## src/rtl/rtz_pkg.sv

```systemverilog
// Shared constants and the default-width round-toward-zero split used by
// rtz-family rounders and by bench reference models.
package rtz_pkg;

  localparam int DATA_W_DEF = 16;
  localparam int DROP_DEF   = 2;

  // Quantized value and the residual that was discarded to reach it.
  typedef struct packed {
    logic signed [DATA_W_DEF-1:0] q;
    logic signed [DROP_DEF:0]     r;
  } rtz_split_t;

  // Truncate toward zero at bit DROP_DEF; r = x - q carries the sign of x.
  function automatic rtz_split_t rtz_split(input logic signed [DATA_W_DEF-1:0] x);
    rtz_split_t           res;
    logic [DROP_DEF-1:0]  low;
    logic                 neg_frac;
    low      = x[DROP_DEF-1:0];
    neg_frac = x[DATA_W_DEF-1] && (low != '0);
    res.q    = {x[DATA_W_DEF-1:DROP_DEF], {DROP_DEF{1'b0}}};
    res.r    = {1'b0, low};
    if (neg_frac) begin
      res.q = res.q + DATA_W_DEF'(1 << DROP_DEF);
      res.r = res.r - (DROP_DEF+1)'(1 << DROP_DEF);
    end
    return res;
  endfunction

endpackage

```

## src/rtl/rtz_quant.sv

```systemverilog
// Combinational round-toward-zero quantizer: splits a signed sample into the
// truncated value q (multiple of 2^DROP) and the residual r = in_data - q.
module rtz_quant
  import rtz_pkg::*;
#(
  parameter int DATA_W = DATA_W_DEF,
  parameter int DROP   = DROP_DEF
) (
  input  logic [DATA_W-1:0] in_data,
  output logic [DATA_W-1:0] q,
  output logic [DROP:0]     r
);

  logic [DROP-1:0] low;
  logic            neg_frac;

  assign low      = in_data[DROP-1:0];
  // A negative sample with discarded bits must move up by one step so the
  // truncation heads toward zero instead of toward minus infinity.
  assign neg_frac = in_data[DATA_W-1] && (low != '0);

  // Split the sample; the residual is formed at narrow width from the low bits.
  always_comb begin
    q = {in_data[DATA_W-1:DROP], {DROP{1'b0}}};
    r = {1'b0, low};
    if (neg_frac) begin
      q = q + DATA_W'(1 << DROP);
      r = r - (DROP+1)'(1 << DROP);
    end
  end

endmodule

```

## src/rtl/rtz_err_comp.sv

```systemverilog
// Streaming round-toward-zero quantizer with first-order error diffusion.
// Handshake: a transfer happens on a cycle where valid && ready are both high
// at the rising edge; valid never depends on ready, and once out_valid rises
// out_data/out_last stay stable until the cycle out_ready is sampled high.
module rtz_err_comp
  import rtz_pkg::*;
#(
  parameter int DATA_W = DATA_W_DEF,
  parameter int DROP   = DROP_DEF,
  parameter int ACC_W  = DROP + 2
) (
  input  logic              clk,
  input  logic              rst,
  input  logic              in_valid,
  output logic              in_ready,
  input  logic [DATA_W-1:0] in_data,
  input  logic              in_last,
  output logic              out_valid,
  input  logic              out_ready,
  output logic [DATA_W-1:0] out_data,
  output logic              out_last,
  output logic              sat_flag
);

  localparam logic signed [ACC_W-1:0] STEP_A  = ACC_W'(1 << DROP);
  localparam logic signed [ACC_W-1:0] NSTEP_A = -STEP_A;
  localparam logic signed [ACC_W-1:0] AMAX    = STEP_A - ACC_W'(1);
  localparam logic signed [ACC_W-1:0] AMIN    = -AMAX;
  localparam logic signed [DATA_W:0]  STEP_Y  = (DATA_W+1)'(1 << DROP);
  localparam logic signed [DATA_W:0]  YMAX    = (DATA_W+1)'((1 << (DATA_W-1)) - (1 << DROP));
  localparam logic signed [DATA_W:0]  YMIN    = -((DATA_W+1)'(1 << (DATA_W-1)));

  logic [DATA_W-1:0]        q;
  logic [DROP:0]            r;
  logic signed [ACC_W-1:0]  acc;
  logic signed [ACC_W-1:0]  r_ext;
  logic signed [ACC_W-1:0]  t;
  logic signed [ACC_W-1:0]  acc_n;
  logic signed [DATA_W:0]   y;
  logic signed [DATA_W:0]   y_sat;
  logic                     sat;
  logic                     accept;

  rtz_quant #(
    .DATA_W (DATA_W),
    .DROP   (DROP)
  ) u_quant (
    .in_data (in_data),
    .q       (q),
    .r       (r)
  );

  assign in_ready = !out_valid || out_ready;
  assign accept   = in_valid && in_ready;
  assign r_ext    = {{(ACC_W-DROP-1){r[DROP]}}, r};
  assign t        = acc + r_ext;

  // Fold a whole output step out of the residual, then clamp on saturation.
  always_comb begin
    y     = {q[DATA_W-1], q};
    acc_n = t;
    sat   = 1'b0;
    if (t >= STEP_A) begin
      y     = y + STEP_Y;
      acc_n = t - STEP_A;
    end else if (t <= NSTEP_A) begin
      y     = y - STEP_Y;
      acc_n = t + STEP_A;
    end
    y_sat = y;
    if (y > YMAX || y < YMIN) begin
      // The correction could not be emitted, so the residual keeps as much
      // of it as its magnitude bound allows.
      sat   = 1'b1;
      y_sat = (y > YMAX) ? YMAX : YMIN;
      if (t > AMAX) begin
        acc_n = AMAX;
      end else if (t < AMIN) begin
        acc_n = AMIN;
      end else begin
        acc_n = t;
      end
    end
  end

  // Output register, residual accumulator and sticky saturation flag.
  always_ff @(posedge clk or posedge rst) begin
    if (rst) begin
      out_valid <= 1'b0;
      out_data  <= '0;
      out_last  <= 1'b0;
      sat_flag  <= 1'b0;
      acc       <= '0;
    end else if (accept) begin
      out_valid <= 1'b1;
      out_data  <= y_sat[DATA_W-1:0];
      out_last  <= in_last;
      sat_flag  <= sat_flag | sat;
      acc       <= in_last ? '0 : acc_n;
    end else if (out_ready) begin
      out_valid <= 1'b0;
    end
  end

endmodule

```

## config.mk

```make
export PLATFORM = sky130hd
export DESIGN_NAME = rtz_err_comp
export DESIGN_NICKNAME = d
export VERILOG_FILES = /design/src/rtl/rtz_pkg.sv /design/src/rtl/rtz_quant.sv /design/src/rtl/rtz_err_comp.sv
export SDC_FILE = /design/constraint.sdc
export NUM_CORES = 1
export LEC_CHECK = 0
export CAP_MARGIN = 10
export CELL_PAD_IN_SITES_DETAIL_PLACEMENT = 2
export CELL_PAD_IN_SITES_GLOBAL_PLACEMENT = 2
export CORE_MARGIN = 2
export CORE_UTILIZATION = 31
export CTS_CLUSTER_DIAMETER = 30
export DETAILED_ROUTE_END_ITERATION = 6
export MAX_ROUTING_LAYER = met4
export PLACE_DENSITY = 0.76
export SLEW_MARGIN = 20
export SYNTH_ARGS = -nofsm -noshare
export SYNTH_HDL_FRONTEND = slang
export SYNTH_HIERARCHICAL = 1
export SYNTH_SLANG_ARGS = --single-unit
```

## constraint.sdc

```tcl
create_clock -name clk -period 4.9 [get_ports clk]
set_clock_uncertainty 0.1 [all_clocks]
set_input_delay 0.49 -clock clk [delete_from_list [all_inputs] [get_ports clk]]
set_output_delay 0.49 -clock clk [all_outputs]
set_load 0.1 [all_outputs]
```

---- Word level (Yosys, flattened, before mapping) ----
Cells that the tools add are included.
operators by class
  multiplexer cells ....................... 15
  add/subtract/negate cells ............... 7
  multipliers ............................. 0
  bitwise operators ....................... 1
  reductions and logical operators ........ 7
  eq/ne operators ......................... 0
  shift operators ......................... 0
  div/mod/pow operators ................... 0
  $lt $le $gt $ge ......................... 6
operator list
  operator                                                                         count
  16-bit 2-to-1 mux                                                                3
  17-bit 2-to-1 mux                                                                2
  4-bit 2-to-1 mux                                                                 6
  16-bit by 4-bit adder with 17-bit output (second input constant)                 1
  17-bit by 16-bit > comparator with 1-bit output (second input constant)          1
  17-bit by 16-bit less-than comparator with 1-bit output (second input constant)  1
  16-bit by 4-bit subtractor with 17-bit output (second input constant)            1
  16-bit by 3-bit adder with 16-bit output (second input constant)                 1
  4-bit by 3-bit adder with 4-bit output                                           1
  4-bit adder (second input constant)                                              1
  4-bit greater-or-equal comparator (second input constant)                        1
  4-bit by 3-bit > comparator with 1-bit output (second input constant)            1
  4-bit by 3-bit <= comparator with 1-bit output (second input constant)           1
  4-bit by 3-bit less-than comparator with 1-bit output (second input constant)    1
  2-bit nonzero test                                                               2
  4-bit subtractor (second input constant)                                         1
  1-bit 2-to-1 mux                                                                 3
  3-bit 2-to-1 mux                                                                 1
  2-bit by 3-bit subtractor with 3-bit output (second input constant)              1
  1-bit logical AND                                                                2
  1-bit logical OR                                                                 2
  1-bit logical NOT                                                                1
  1-bit OR                                                                         1
word-level totals
  output and inout port bits .............. 20
  register bits after elaboration ......... 23
  memories ................................ 0
  input bits .............................. 21
  latch bits .............................. 0
  memory bits (read-only) ................. 0
  RAM bits ................................ 0
  logic and storage cells ................. 41

---- Longest topological paths before layout ----
Gate-level depths: netlist of run 1.
  word-level depth ........................ 11
  gate-level depth with buffers ........... 18
  depth with buffers taken out ............ 15

---- Cells and area by module ----
The synthesis of run 1 kept the hierarchy.
by module, submodules not included
  module        times used  sequential area each (um^2)  cells each  area each (um^2)
  rtz_err_comp  1           575.6                        277         2,195.9
  rtz_quant     1           0.0                          49          319.1

---- Least setup slack after synthesis of run 1 ----
No wires, ideal clock.
  path type ............................... input to register
  start ................................... input port in_data[1]
  end ..................................... register acc[3]
  buffers on the path ..................... 2
  arrival ................................. 3.910 ns
  library setup time ...................... 0.136 ns
  stages on the path ...................... 16
  slack ................................... 0.754 ns
  required time ........................... 4.664 ns
  path through ............................ o21ai_2 -> inv_1 -> buf_4 -> ha_1 -> a21oi_1 -> xnor2_1 -> inv_1 -> ha_1 -> and3b_1 -> o211ai_1 -> or4_2 -> o31ai_1 -> buf_2 -> nor2_1 -> o311ai_0 -> o31ai_1
on the way
  longest elaborated chain between the ends .. 11
  elaborated cells between the ends (all ways) .. 25
  classes of those cells .................. add/sub (6); order compare (6); mux (10); reduce/logical (3)
RTL lines
  item                                                                                                                        RTL line            source
  start, declared                                                                                                             rtz_err_comp.sv:16  input logic [DATA_W-1:0] in_data,
  2-bit nonzero test (*)                                                                                                      rtz_quant.sv:20     assign neg_frac = in_data[DATA_W-1] && (low != '0);
  1-bit logical AND (*)                                                                                                       rtz_quant.sv:20
  net u_quant.neg_frac                                                                                                        rtz_quant.sv:15     logic neg_frac;
  3-bit 2-to-1 mux (*)                                                                                                        rtz_quant.sv:26     if (neg_frac) begin
  net r[2]                                                                                                                    rtz_err_comp.sv:34  logic [DROP:0] r;
  4-bit by 3-bit adder with 4-bit output (*)                                                                                  rtz_err_comp.sv:56  assign t = acc + r_ext;
  4-bit by 3-bit <= comparator with 1-bit output                                                                              rtz_err_comp.sv:66  end else if (t <= NSTEP_A) begin
  17-bit 2-to-1 mux                                                                                                           rtz_err_comp.sv:66
  17-bit 2-to-1 mux                                                                                                           rtz_err_comp.sv:63  if (t >= STEP_A) begin
  17-bit by 16-bit > comparator with 1-bit output or 17-bit by 16-bit less-than comparator with 1-bit output (tied branches)  rtz_err_comp.sv:71  if (y > YMAX || y < YMIN) begin
  1-bit logical OR                                                                                                            rtz_err_comp.sv:71
  4-bit 2-to-1 mux (*)                                                                                                        rtz_err_comp.sv:71
  4-bit 2-to-1 mux (*)                                                                                                        rtz_err_comp.sv:99  acc <= in_last ? '0 : acc_n;
  end signal, assigned                                                                                                        rtz_err_comp.sv:99
  end, declared                                                                                                               rtz_err_comp.sv:35  logic signed [ACC_W-1:0] acc;
The timed path passes the listed nets; every way through them passes the cells marked *.
A chain may end at the register's enable or synchronous reset.

---- Worst setup path after layout of run 1 ----
  start ................................... input port in_data[1]
  end ..................................... register acc[3]
on the way
  longest elaborated chain between the ends .. 11
  elaborated cells between the ends (all ways) .. 25
  classes of those cells .................. add/sub (6); order compare (6); mux (10); reduce/logical (3)
RTL lines
  item                                                                                                                        RTL line
  parallel branches: the longest is 2 deep, another holds 2-bit by 3-bit subtractor with 3-bit output                         n/a
  3-bit 2-to-1 mux (*)                                                                                                        rtz_quant.sv:26
  net r[2]                                                                                                                    rtz_err_comp.sv:34
  4-bit by 3-bit adder with 4-bit output (*)                                                                                  rtz_err_comp.sv:56
  4-bit by 3-bit <= comparator with 1-bit output                                                                              rtz_err_comp.sv:66
  17-bit 2-to-1 mux                                                                                                           rtz_err_comp.sv:66
  17-bit 2-to-1 mux                                                                                                           rtz_err_comp.sv:63
  17-bit by 16-bit > comparator with 1-bit output or 17-bit by 16-bit less-than comparator with 1-bit output (tied branches)  rtz_err_comp.sv:71
  1-bit logical OR                                                                                                            rtz_err_comp.sv:71
  4-bit 2-to-1 mux (*)                                                                                                        rtz_err_comp.sv:71
  4-bit 2-to-1 mux (*)                                                                                                        rtz_err_comp.sv:99
Mark *: on every way through the listed nets, which the timed path passes.

==> results of run 1 <==
## sequential cells by signal, summed over array words and instances (netlist names)
signal     cells
out_last       1
sat_flag       1
acc            4
out_data      16
out_valid      1
## logic make-up (layout without fill, tap and decap cells)
logic type      after synthesis  after routing
compound gates               96             96
xor+xnor                     29             29
flops                        23             23
simple gates                122            122
other cells                   1              2
fa+ha+maj                    11             11
buf+inv                      41             77
mux                           3              3
## per-stage QoR
step | power, W | setup WS (ns) | setup TNS [ns] | instances
after floorplan | 0.00109 | 0.754 | 0 | 327
after global placement | 0.00142 | 0.0744 | 0 | 461
after detailed placement | 0.00147 | -0.132 | -0.508 | 461
after CTS | 0.00160 | 0.0979 | 0 | 465
after global routing | 0.00173 | 0.0725 | 0 | 465
final | 0.00161 | 0.359 | 0 | 465
## final cells by class
type	instances	area share, %
Multi-Input combinational cell	263	57.0
Sequential cell	23	18.5
Timing Repair Buffer	58	17.2
Tap cell	102	4.09
Inverter	15	1.81
Clock buffer	3	1.32
Clock inverter	1	0.161
## synthesized netlist by cell type (all sizes together) (2+ instances only)
| library cell | instances | area (um2) |
|---|---|---|
| dfrtp | 23 | 576 |
| clkbuf | 12 | 46.3 |
| o31ai | 3 | 22.5 |
| and2 | 2 | 12.5 |
| ha | 10 | 125 |
| and3 | 9 | 57.6 |
| or2 | 3 | 18.8 |
| nand4b | 2 | 17.5 |
| o21ai | 16 | 83.8 |
| a41o | 3 | 30.0 |
| nand2b | 3 | 18.8 |
| or4 | 4 | 31.3 |
| xnor2 | 20 | 175 |
| o41a | 2 | 23.8 |
| xor2 | 9 | 78.8 |
| o2111ai | 3 | 26.3 |
| buf | 14 | 90.1 |
| inv | 15 | 56.3 |
| nor4 | 4 | 25.0 |
| o32a | 2 | 21.3 |
| o22ai | 2 | 12.5 |
| nand3 | 10 | 55.1 |
| and3b | 2 | 17.5 |
| nor3 | 6 | 45.0 |
| or3 | 5 | 31.3 |
| o211ai | 4 | 30.0 |
| a21oi | 27 | 143 |
| and4 | 3 | 26.3 |
| nor2 | 29 | 109 |
| nand2 | 33 | 124 |
| nand4 | 2 | 12.5 |
| mux2i | 3 | 30.0 |
| a211oi | 3 | 27.5 |
| a22o | 2 | 17.5 |
| o21a | 5 | 37.5 |
| nor2b | 2 | 12.5 |
| a21o | 4 | 30.0 |
| a31oi | 5 | 31.3 |
## layer usage
metal / vias to the layer above / track usage, % / wire [um]
met4: 0 / 4.11 / 112
met1: 1335 / 27.5 / 4010
li1: 1257 / - / -
met3: 8 / 2.01 / 196
met5: - / - / 0
met2: 39 / 37.3 / 4540
## report_power, final
group	internal [W]	leakage (nW)	switching (W)
clock	0.0000568	0.0255	0.0000645
sequential	0.000235	0.264	0.0000341
combinational	0.000413	1.00	0.000803
total	0.000705	1.29	0.000902
## worst max-delay path by stage
stage	startpoint	end	slack (ns)	cells after the start
3_5_place_dp	in_data[1]	acc[0]	-0.13	15
6_report	in_data[1]	acc[3]	0.36	17
3_3_place_gp	in_data[1]	acc[0]	0.07	15
2_1_floorplan	in_data[1]	acc[3]	0.75	16
4_1_cts	in_data[1]	acc[0]	0.1	15
5_1_grt	in_data[1]	acc[3]	0.07	17
## worst reg2reg max path, cell delays in order (launching register included)
cell	delay [ns]
dfrtp_1	0.43
ha_1	0.29
a21o_1	0.18
a21oi_2	0.23
xnor2_2	0.16
inv_1	0.10
ha_1	0.16
and3b_1	0.28
o211ai_1	0.13
or4_2	0.67
o31ai_1	0.24
buf_4	0.25
o21ai_0	0.15
or2_2	0.32
o311ai_0	0.09
o31ai_1	0.11
==> results.sh, run 1 <==
export IMPL_syn_area_per_cell_um2=7.71
export IMPL_path_delay_family="simple AND/OR/NAND/NOR gates"
export IMPL_place_area_um2=3050
export IMPL_setup_worst_path_end_class="flop"
export IMPL_cts_buffers=3
export IMPL_criticalPathCategory="in -> reg"
export IMPL_hold_buffers=0
export IMPL_synth_edff_count=0
export IMPL_outcome="completed"
export IMPL_synthToLayoutAreaGrowth_pct=23.9
export IMPL_r2r_setup_slack_ns=0.87
export IMPL_clock_tree_root_cell="clkbuf_8"
export IMPL_synth_compound_area_share_pct=26.9
export IMPL_netlist_area_um2=2510
export IMPL_cp_slowest_cell="or4_2"
export IMPL_yosys_register_bits=23
export IMPL_first_pass_iters=4
export IMPL_final_core_util_pct=39.9
export IMPL_numPortBuffers=40
export IMPL_cts_tree="yes"
export IMPL_synth_ff_type="dfrtp_1"
export IMPL_die_area_um2=8850
export IMPL_multi_input_area_um2=1780
export IMPL_reg2reg_depth=15
export IMPL_drtIter0Drc=67
export IMPL_rr_startpoint="acc[1]"
export IMPL_async_flop_share_pct=100
export IMPL_drc=0
export IMPL_seqCellArea_um2=576
export IMPL_r2r_end="acc[3]"
export IMPL_cts_buffer_depth=2
export IMPL_synth_simple_area_share_pct=25.4
export IMPL_power_leakage_nw=1.29
export IMPL_ir_drop_uv=201
export IMPL_layout_drive_gt1_share_pct=12.1
export IMPL_hp_start="sat_flag"
export IMPL_hold_path_depth=1
export IMPL_rsz0062_at_grt="no"
export IMPL_finalCritPeriodShare_pct=92.7
export IMPL_core_um2=7810
export IMPL_finalHoldViolations=0
export IMPL_wl_per_cell_um=19.1
export IMPL_clkSlewWorstSetupHoldPaths_ns=0.09
export IMPL_fmax_ghz=0.220
export IMPL_crit_arrival_ns=4.58
export IMPL_period_needed_ns=4.54
export IMPL_dp_hpwl_um=7060
export IMPL_seq_area_frac_synth_pct=22.9
export IMPL_antenna_cells=0
export IMPL_yosysUniqueCellTypes=72
export IMPL_clock_sinks=23
export IMPL_start_util_pct=32.2
export IMPL_synth_top_family_by_area="compound AO/OA/AOI/OAI gates"
export IMPL_via_count=2639
export IMPL_die_x_um=94.1
export IMPL_cp_buffers_inverters=4
export IMPL_grt_overflow=0
export IMPL_required_ns=4.94
export IMPL_h_tree_depth=1
export IMPL_hold_ws_ns=0.374
export IMPL_cts_setup_buffers=0
export IMPL_gp_congestion=0.874
export IMPL_grt_usage_pct=21.5
export IMPL_dieHeight_um=94.1
export IMPL_drtAntennaViolNets=0
export IMPL_netlist_instances=326
export IMPL_cp_slowest_stage_delay_ns=0.67
export IMPL_postRouteWirelength_um=8860
export IMPL_grt_pass1_wl_um=14700
export IMPL_viasPerCell=5.68
export IMPL_io_pins=41
export IMPL_path_max_fanout=13
export IMPL_path_cells="clkdlybuf4s50_1 > o21ai_2 > inv_1 > ha_1 > a21oi_2 > xnor2_2 > inv_1 > ha_1 > and3b_1 > o211ai_1 > or4_2 > o31ai_1 > buf_4 > o21ai_0 > or2_2 > o311ai_0 > o31ai_1"
export IMPL_tightest_slew_ns=0.971
export IMPL_layout_commonest_cell="clkdlybuf4s50_1"
export IMPL_grt_pass1_vias=2808
export IMPL_synth_xor_area_share_pct=10.1
export IMPL_slew_viol_final=0
export IMPL_fin_area_um2=3120
export IMPL_synth_mux_area_share_pct=1.19
export IMPL_yosys_area_share_adder_pct=5.77
export IMPL_powerDensity_nw_per_um2=515
export IMPL_slew_headroom_pct=34.8
export IMPL_final_cell_mix="40 x clkdlybuf4s50_1, 32 x nand2_1, 29 x nor2_1"
export IMPL_setup_viol=0
export IMPL_hold_class="reg -> reg"
export IMPL_grt_antenna_before_repair=0
export IMPL_cp_start_kind="input pin"
export IMPL_num_fill_cells=908
export IMPL_nets=396
export IMPL_maxCapViolCount=0
export IMPL_ys_warn_count=6
export IMPL_insertion_delay_ns=0.26
export IMPL_holdPathEnd="sat_flag"
export IMPL_grt_max_degree=24
export IMPL_core_rowCount=32
export IMPL_cts_resized=0
Power figures use the tool's default switching activity.
==> run 2, diff against run 1 <==
- CAP_MARGIN: 10 -> 30
==> run 2 against run 1 <==
Against the previous run:
- total power is 0.28% higher
- via count is 0.72% lower
- critical path type unchanged
- global-route usage stayed put
==> results.sh, run 2 (synthesis gave the netlist of run 1 again) <==
export IMPL_outcome="completed"
export IMPL_grt_overflow=0
export IMPL_crit_arrival_ns=4.58
export IMPL_grtUsageMet1_pct=27.5
export IMPL_numPortBuffers=40
export IMPL_cts_tree="yes"
export IMPL_first_pass_iters=4
export IMPL_finalCritPeriodShare_pct=92.7
export IMPL_tightest_slew_ns=0.976
export IMPL_postRouteWirelength_um=8920
export IMPL_core_um2=7810
export IMPL_hold_buffers=0
export IMPL_die_area_um2=8850
export IMPL_final_core_util_pct=40.2
export IMPL_gp_congestion=0.874
export IMPL_cp_start_kind="input pin"
export IMPL_drc=0
export IMPL_grt_pass1_wl_um=14700
export IMPL_layout_setup_ws_ns=0.358
export IMPL_start_util_pct=32.2
export IMPL_fin_tns_setup_ns=0
export IMPL_power_frac_clock_pct=7.5
export IMPL_drtAntennaViolNets=0
export IMPL_largest_reg_flops=16
export IMPL_dp_hpwl_um=7060
export IMPL_power_leakage_nw=1.31
export IMPL_grt_usage_pct=21.5
export IMPL_insertion_delay_ns=0.26
export IMPL_dpl_worst_slack_ns=-0.132
export IMPL_grt_most_used_layer="met2"
export IMPL_io_pins=41
export IMPL_antenna_cells=0
export IMPL_synthToLayoutAreaGrowth_pct=24.8
export IMPL_grt_antenna_before_repair=0
export IMPL_h_tree_depth=1
export IMPL_pwr_share_comb_pct=75.8
export IMPL_met2_usage_pct=37.3
export IMPL_path_delay_family="simple AND/OR/NAND/NOR gates"
export IMPL_grt_pass1_vias=2808
export IMPL_met3_usage_pct=2.01
export IMPL_place_area_um2=3050
export IMPL_final_cell_mix="40 x clkdlybuf4s50_1, 32 x nand2_1, 29 x nor2_1"
export IMPL_dieHeight_um=94.1
export IMPL_p_switching_w=0.000904
export IMPL_viasPerCell=5.61
export IMPL_layout_drive_gt1_share_pct=12.6
export IMPL_cp_slowest_stage_delay_ns=0.67
export IMPL_ir_drop_uv=201
export IMPL_fmax_ghz=0.220
export IMPL_die_x_um=94.1
export IMPL_regMostFlops="out_data"
export IMPL_cts_buffer_depth=2
export IMPL_wl_per_cell_um=19.1
export IMPL_clock_sinks=23
export IMPL_clkSlewWorstSetupHoldPaths_ns=0.09
export IMPL_intPower_w=0.000707
export IMPL_setup_viol=0
export IMPL_p_seq_share_pct=16.7
export IMPL_drtIter0Drc=66
export IMPL_clock_tree_root_cell="clkbuf_8"
export IMPL_slew_viol_final=0
export IMPL_via_count=2620
export IMPL_path_cells="clkdlybuf4s50_1 > o21ai_2 > inv_1 > ha_1 > a21oi_2 > xnor2_2 > inv_1 > ha_1 > and3b_1 > o211ai_1 > or4_2 > o31ai_1 > buf_4 > o21ai_0 > or2_2 > o311ai_0 > o31ai_1"
export IMPL_powerDensity_nw_per_um2=513
export IMPL_path_max_fanout=13
export IMPL_required_ns=4.94
export IMPL_layout_commonest_cell="clkdlybuf4s50_1"
export IMPL_p_sw_share_pct=56.1
export IMPL_cp_buffers_inverters=4
export IMPL_cts_buffers=3
export IMPL_maxCapViolCount=0
export IMPL_fin_area_um2=3140
export IMPL_slew_headroom_pct=34.7
export IMPL_final_cells=467
export IMPL_placed_cells=461
export IMPL_setup_worst_path_end_class="flop"
export IMPL_criticalPathCategory="in -> reg"
export IMPL_nets=398
export IMPL_largestRegisters="out_data x16, acc x4"
export IMPL_period_needed_ns=4.54
export IMPL_grt_max_degree=24
export IMPL_num_fill_cells=905
export IMPL_cp_slowest_cell="or4_2"
export IMPL_hold_class="in -> async"
export IMPL_core_rowCount=32
export IMPL_finalHoldViolations=0
export IMPL_rsz0062_at_grt="no"
-- run 2: cell count changes in the layout (fill, tap and decap cells not counted) --
cell / before / now
clkbuf_4: 0 / 1
buf_8: 0 / 1
-- run 2: metrics by stage --
step                hold slack, ns  power (W)
floorplan                    0.370    0.00109
global placement             0.342    0.00142
detailed placement           0.352    0.00147
CTS                          0.376    0.00160
global route                 0.351    0.00173
finish                       0.335    0.00161
-- run 2: cell type report --
| type | instances | area, um2 | share of cell area, % |
|---|---|---|---|
| tap | 102 | 128 | 4.07 |
| clock buffer | 3 | 41.3 | 1.32 |
| inverter | 15 | 56.3 | 1.79 |
| multi-input combinational | 263 | 1780 | 56.6 |
| clock inverter | 1 | 5.00 | 0.159 |
| sequential | 23 | 576 | 18.3 |
| timing repair buffer | 60 | 558 | 17.8 |
-- run 2: repair_timing --
item	in CTS	in global routing
setup buffers	0	0
resized for setup	0	5
setup endpoints to repair	0	17
-- run 2: path summary, 6_finish.rpt --
path / startpoint / end / slack [ns] / cells after the start
worst max-delay path: in_data[1] / acc[3] / 0.36 / 17
worst min-delay path: rst / out_valid / 0.33 / 2
worst max register to register: acc[1] / acc[3] / 0.87 / 15
worst min register to register: sat_flag / sat_flag / 0.37 / 1
max in group asynchronous: rst / out_data[9] / 3.95 / 3
min in group clk: sat_flag / sat_flag / 0.37 / 1
-- run 2: metal layers --
layer / routed length [um] / share of wire, %
met2: 4610 / 52
met1: 4000 / 45
met3: 192 / 2.2
met5: 0 / 0
met4: 121 / 1.4
-- run 2: power by group through the flow --
| stage | registers, W | clock network (W) | logic (W) |
|---|---|---|---|
| after floorplan | 0.000476 | 0 | 0.000614 |
| after global placement | 0.000271 | 0 | 0.00115 |
| after detailed placement | 0.000275 | 0 | 0.00119 |
| after CTS | 0.000271 | 0.000124 | 0.00120 |
| after global routing | 0.000276 | 0.000133 | 0.00132 |
| final | 0.000269 | 0.000121 | 0.00122 |
